==> config.mk <==
export PLATFORM = sky130hd
export DESIGN_NAME = status_flag_unit
export DESIGN_NICKNAME = d
export VERILOG_FILES = /design/src/rtl/stat_pkg.sv /design/src/rtl/stat_cond_eval.sv /design/src/rtl/status_flag_unit.sv
export SDC_FILE = /design/constraint.sdc
export NUM_CORES = 1
export LEC_CHECK = 0
export ABC_AREA = 1
export CAP_MARGIN = 30
export CORE_MARGIN = 5
export CORE_UTILIZATION = 55
export DETAILED_ROUTE_END_ITERATION = 8
export DONT_BUFFER_PORTS = 1
export GPL_ROUTABILITY_DRIVEN = 0
export GPL_TIMING_DRIVEN = 0
export PLACE_DENSITY = 0.81
export SETUP_SLACK_MARGIN = 0.2
export SLEW_MARGIN = 10
export SYNTH_ARGS = -nofsm -noshare
export SYNTH_HDL_FRONTEND = slang
export SYNTH_HIERARCHICAL = 1
export SYNTH_SLANG_ARGS = --single-unit
==> constraint.sdc <==
create_clock -name clk -period 3.7 [get_ports clk]
set_input_delay 0.185 -clock clk [delete_from_list [all_inputs] [get_ports clk]]
set_output_delay 0.185 -clock clk [all_outputs]
set_load 0.1 [all_outputs]
==> src/rtl/stat_pkg.sv <==
// Shared definitions for the status flag unit: flag bit positions and condition codes.
package stat_pkg;

  localparam int unsigned FLAG_C = 3;
  localparam int unsigned FLAG_V = 2;
  localparam int unsigned FLAG_N = 1;
  localparam int unsigned FLAG_Z = 0;

  typedef enum logic [3:0] {
    EQ = 4'd0,
    NE = 4'd1,
    CS = 4'd2,
    CC = 4'd3,
    MI = 4'd4,
    PL = 4'd5,
    VS = 4'd6,
    VC = 4'd7,
    HI = 4'd8,
    LS = 4'd9,
    GE = 4'd10,
    LT = 4'd11,
    GT = 4'd12,
    LE = 4'd13,
    AL = 4'd14,
    NV = 4'd15
  } cond_e;

endpackage

==> src/rtl/stat_cond_eval.sv <==
// Combinational condition-code evaluator over {C,V,N,Z}; shared with the branch unit.
module stat_cond_eval
  import stat_pkg::*;
(
  input  logic [3:0] flags,
  input  logic [3:0] cond,
  output logic       cond_true
);

  logic c, v, n, z;

  always_comb begin
    c = flags[FLAG_C];
    v = flags[FLAG_V];
    n = flags[FLAG_N];
    z = flags[FLAG_Z];
    cond_true = 1'b0;
    case (cond_e'(cond))
      EQ: cond_true = z;
      NE: cond_true = !z;
      CS: cond_true = c;
      CC: cond_true = !c;
      MI: cond_true = n;
      PL: cond_true = !n;
      VS: cond_true = v;
      VC: cond_true = !v;
      HI: cond_true = c & !z;
      LS: cond_true = !c | z;
      GE: cond_true = (n == v);
      LT: cond_true = (n != v);
      GT: cond_true = !z & (n == v);
      LE: cond_true = z | (n != v);
      AL: cond_true = 1'b1;
      NV: cond_true = 1'b0;
      default: cond_true = 1'b0;
    endcase
  end

endmodule

==> src/rtl/status_flag_unit.sv <==
// Clocked status register with masked load, direct write, LIFO save/restore and cond evaluation.
// Optional sticky saturation flag q_flag is built when STATUS_STICKY_Q_EN is defined.
module status_flag_unit #(
  parameter int unsigned NFLAGS = 4,
  parameter int unsigned DEPTH  = 4,
  parameter int unsigned PTR_W  = $clog2(DEPTH + 1)
) (
  input  logic              clk,
  input  logic              rst,
  input  logic              load,
  input  logic [NFLAGS-1:0] load_mask,
  input  logic [NFLAGS-1:0] alu_flags,
  input  logic              wr_en,
  input  logic [NFLAGS-1:0] wr_data,
  input  logic              push,
  input  logic              pop,
  input  logic [3:0]        cond,
  output logic [NFLAGS-1:0] status,
  output logic              cond_true,
  output logic [PTR_W-1:0]  depth,
  output logic              full,
  output logic              empty,
  output logic              err,
  output logic              q_flag
);
  import stat_pkg::*;

  localparam int unsigned IDX_W = (DEPTH > 1) ? $clog2(DEPTH) : 1;

  logic [NFLAGS-1:0] status_q, status_d;
  logic [PTR_W-1:0]  depth_q, depth_d;
  logic              err_q, err_d;
  logic [NFLAGS-1:0] stack_q [DEPTH];
  logic [IDX_W-1:0]  wr_idx, rd_idx;
  logic              push_ok, pop_ok;

  assign full  = (depth_q == PTR_W'(DEPTH));
  assign empty = (depth_q == '0);

  // Simultaneous push and pop cancel each other and count as misuse.
  assign push_ok = push & !pop & !full;
  assign pop_ok  = pop & !push & !empty;
  assign wr_idx  = IDX_W'(depth_q);
  assign rd_idx  = IDX_W'(depth_q - PTR_W'(1));

  always_comb begin
    status_d = status_q;
    depth_d  = depth_q;
    err_d    = err_q | (push & pop) | (push & full) | (pop & empty);
    if (pop_ok) begin
      status_d = stack_q[rd_idx];
      depth_d  = depth_q - PTR_W'(1);
    end else begin
      if (wr_en) begin
        status_d = wr_data;
      end else if (load) begin
        status_d = (status_q & ~load_mask) | (alu_flags & load_mask);
      end
      if (push_ok) begin
        depth_d = depth_q + PTR_W'(1);
      end
    end
  end

  always_ff @(posedge clk) begin
    if (rst) begin
      status_q <= '0;
      depth_q  <= '0;
      err_q    <= 1'b0;
    end else begin
      status_q <= status_d;
      depth_q  <= depth_d;
      err_q    <= err_d;
    end
  end

  // Stack contents are not reset; occupancy alone decides what is valid.
  always_ff @(posedge clk) begin
    if (!rst && push_ok) begin
      stack_q[wr_idx] <= status_q;
    end
  end

`ifdef STATUS_STICKY_Q_EN
  logic q_q, q_d;

  always_comb begin
    q_d = q_q;
    if (wr_en && !wr_data[FLAG_V]) begin
      q_d = 1'b0;
    end
    if (load && load_mask[FLAG_V] && alu_flags[FLAG_V]) begin
      q_d = 1'b1;
    end
  end

  always_ff @(posedge clk) begin
    if (rst) begin
      q_q <= 1'b0;
    end else begin
      q_q <= q_d;
    end
  end

  assign q_flag = q_q;
`else
  assign q_flag = 1'b0;
`endif

  stat_cond_eval u_cond_eval (
    .flags     (status_q[3:0]),
    .cond      (cond),
    .cond_true (cond_true)
  );

  assign status = status_q;
  assign depth  = depth_q;
  assign err    = err_q;

endmodule

==> flow_summary.json <==
{
  "outcome": "completed",
  "placed_cells_incl_taps": 258,
  "synth.distinct_cells": 22,
  "post-dp-hpwl_um": 2520,
  "die-width_um": 62.7,
  "post_cts_buffers": 0,
  "firstDrtPassIters": 4,
  "syn_avg_cell_area_um2": 7.05,
  "fin_area_mm2": 0.00179,
  "multi_input_area_um2": 703,
  "antenna_found_initial": 0,
  "met1_usage": 0.209,
  "cts_sinks": 24,
  "use_met2": 0.288,
  "grt_pass1_vias": 1322,
  "synth-seq-area-share": 0.419,
  "maxCapViolations": 0,
  "endpoint_kind": "flop",
  "layout.nets": 263,
  "num-fill-cells": 228,
  "initial_core_util": 0.564,
  "cts_resized": 0,
  "worstMarginPinSlew_ns": 1.02,
  "finalSetupViolCount": 0,
  "cts_tree": "done",
  "vias": 1344,
  "antenna_left": 0,
  "slew_headroom": 0.316,
  "syn-num-nets": 245,
  "cp_max_fo": 12,
  "port_buffers": 0,
  "period_share": 0.878,
  "grt_pass1_wl_um": 5570,
  "cts_buffers": 3,
  "seq_area_um2": 641,
  "drcViolationCount": 0,
  "critPathLaunchType": "flop",
  "place_area_mm2": 0.00173,
  "die-area_mm2": 0.00393,
  "hold_path.class": "in2reg",
  "postRouteWirelength_um": 3180,
  "crit_type": "reg2reg",
  "ctsRootBufferMaster": "clkbuf_4",
  "crit_required_ns": 3.68,
  "clk_latency_ns": 0.30,
  "finalMaxSlewViolations": 0,
  "syn-instance-count": 217,
  "cts-hold-fix-buffers": 1,
  "area_growth_pct": 17.1,
  "ios": 34,
  "period_minus_slack_ns": 3.25,
  "vias_per_cell": 5.07,
  "arrival_ns": 3.23,
  "hold_viol": 0,
  "clk_pin_slew_ns": 0.12,
  "num_antenna_cells": 0,
  "row_count": 19,
  "ctsLongestPathBuffers": 2,
  "powerDensity_mw_per_mm2": 441,
  "design.core.area_mm2": 0.00271,
  "drive_gt1_frac": 0.124,
  "wl_per_cell_um": 12.0,
  "synth.cell_area_mm2": 0.00153,
  "clock.fmax_ghz": 0.308,
  "stdcell_count": 265,
  "grt_busiest_layer": "met2",
  "grtUsageTotal": 0.170,
  "grtUsageMet3": 0.0378,
  "ys_seq_elements": 24,
  "ir_drop_mv": 0.356,
  "drt-initial-drc-count": 33,
  "grt_max_degree": 14,
  "die_h_um": 62.7,
  "p_leak_uw": 0.000884,
  "yosysWarnings": 6,
  "overflow": 0,
  "finalSetupTns_ns": 0,
  "finalClockSkew_ns": 0.00259,
  "rsz0062_at_grt": "false",
  "cts_max_level": 1
}
layout by cell type (no fill, tap or decap), types with 2 or more instances in the layout:
| cell | Yosys | layout |
|---|---|---|
| nand3_2 | 2 | 2 |
| clkbuf_4 | 0 | 3 |
| edfxtp_1 | 16 | 16 |
| buf_6 | 0 | 3 |
| a21oi_1 | 3 | 3 |
| o21ai_0 | 7 | 7 |
| ha_1 | 6 | 6 |
| buf_16 | 0 | 5 |
| nor2_1 | 29 | 29 |
| inv_2 | 6 | 6 |
| nand3_1 | 22 | 22 |
| buf_4 | 2 | 2 |
| dfxtp_1 | 8 | 8 |
| o21ai_1 | 2 | 2 |
| buf_1 | 0 | 4 |
| o211ai_1 | 2 | 2 |
| nor2_2 | 5 | 5 |
| inv_1 | 37 | 37 |
| nand2_1 | 63 | 63 |
worst max-delay path, stage by stage, from the launching register on:
cell	delay, ns
dfxtp_1	1.00
buf_6	0.20
buf_4	0.17
inv_2	0.12
ha_1	0.22
nand2_1	0.12
inv_1	0.44
nor2_1	0.21
nand2_1	0.13
nor2_1	0.32
kinds of logic after synthesis:
logic type                 synth area share
and+or+nand+nor                       0.359
adders and majority gates            0.0491
buffers and inverters                 0.121
other                               0.00245
DFF                                   0.419
AOI/OAI and AO/OA                    0.0491
per-stage QoR:
step                      total power, uW  setup slack (ns)   util  hold slack, ns
after floorplan                       580             0.781      -           0.254
after global placement                611             0.464  0.578           0.255
after detailed placement              674             0.450  0.639           0.256
after CTS                             788             0.442  0.652          0.0153
after global routing                  833             0.249  0.661         0.00207
final                                 789             0.450  0.661          0.0304
Yosys cell counts:
library cell	instances	area, um^2
nand2_1	63	236
inv_1	37	139
nor2_1	29	109
nand3_1	22	110
edfxtp_1	16	480
dfxtp_1	8	160
o21ai_0	7	35.0
ha_1	6	75.1
inv_2	6	22.5
nor2_2	5	31.3
a21oi_1	3	15.0
buf_4	2	15.0
nand3_2	2	20.0
o211ai_1	2	15.0
o21ai_1	2	10.0
buf_2	1	5.00
clkinv_1	1	3.75
conb_1	1	3.75
nand2_4	1	11.3
nand3_4	1	17.5
nand3b_1	1	7.51
nand4_1	1	6.26
final timing paths:
kind | slack [ns] | cells after the start | start | to
min reg2reg | 0.63 | 4 | stack_q[2][1] | flop
min | 0.03 | 2 | push | err
max reg2reg | 0.45 | 9 | depth[0] | stack_q[0][0]
max | 0.45 | 9 | depth[0] | stack_q[0][0]
area by class of cell:
class,count,share of cell area
buffer,3,0.0112
multi-input combinational,146,0.393
tap,31,0.0217
inverter,44,0.0922
clock buffer,4,0.0147
sequential,24,0.358
timing repair buffer,13,0.110
power by group:
part | internal [uW] | switching, uW | leakage [uW]
Clock | 42.0 | 71.6 | 0.0000150
Combinational | 110 | 200 | 0.000656
Sequential | 303 | 62.7 | 0.000213
Total | 454 | 335 | 0.000884
per-layer routing:
metal	wire length, um	share of wire	vias to the layer above
li1	-	-	707
met1	1320	0.41	586
met2	1580	0.50	49
met3	257	0.081	2
met4	25	0.0079	0
met5	0	0	-
No activity file was read; power rests on OpenSTA's default activity.
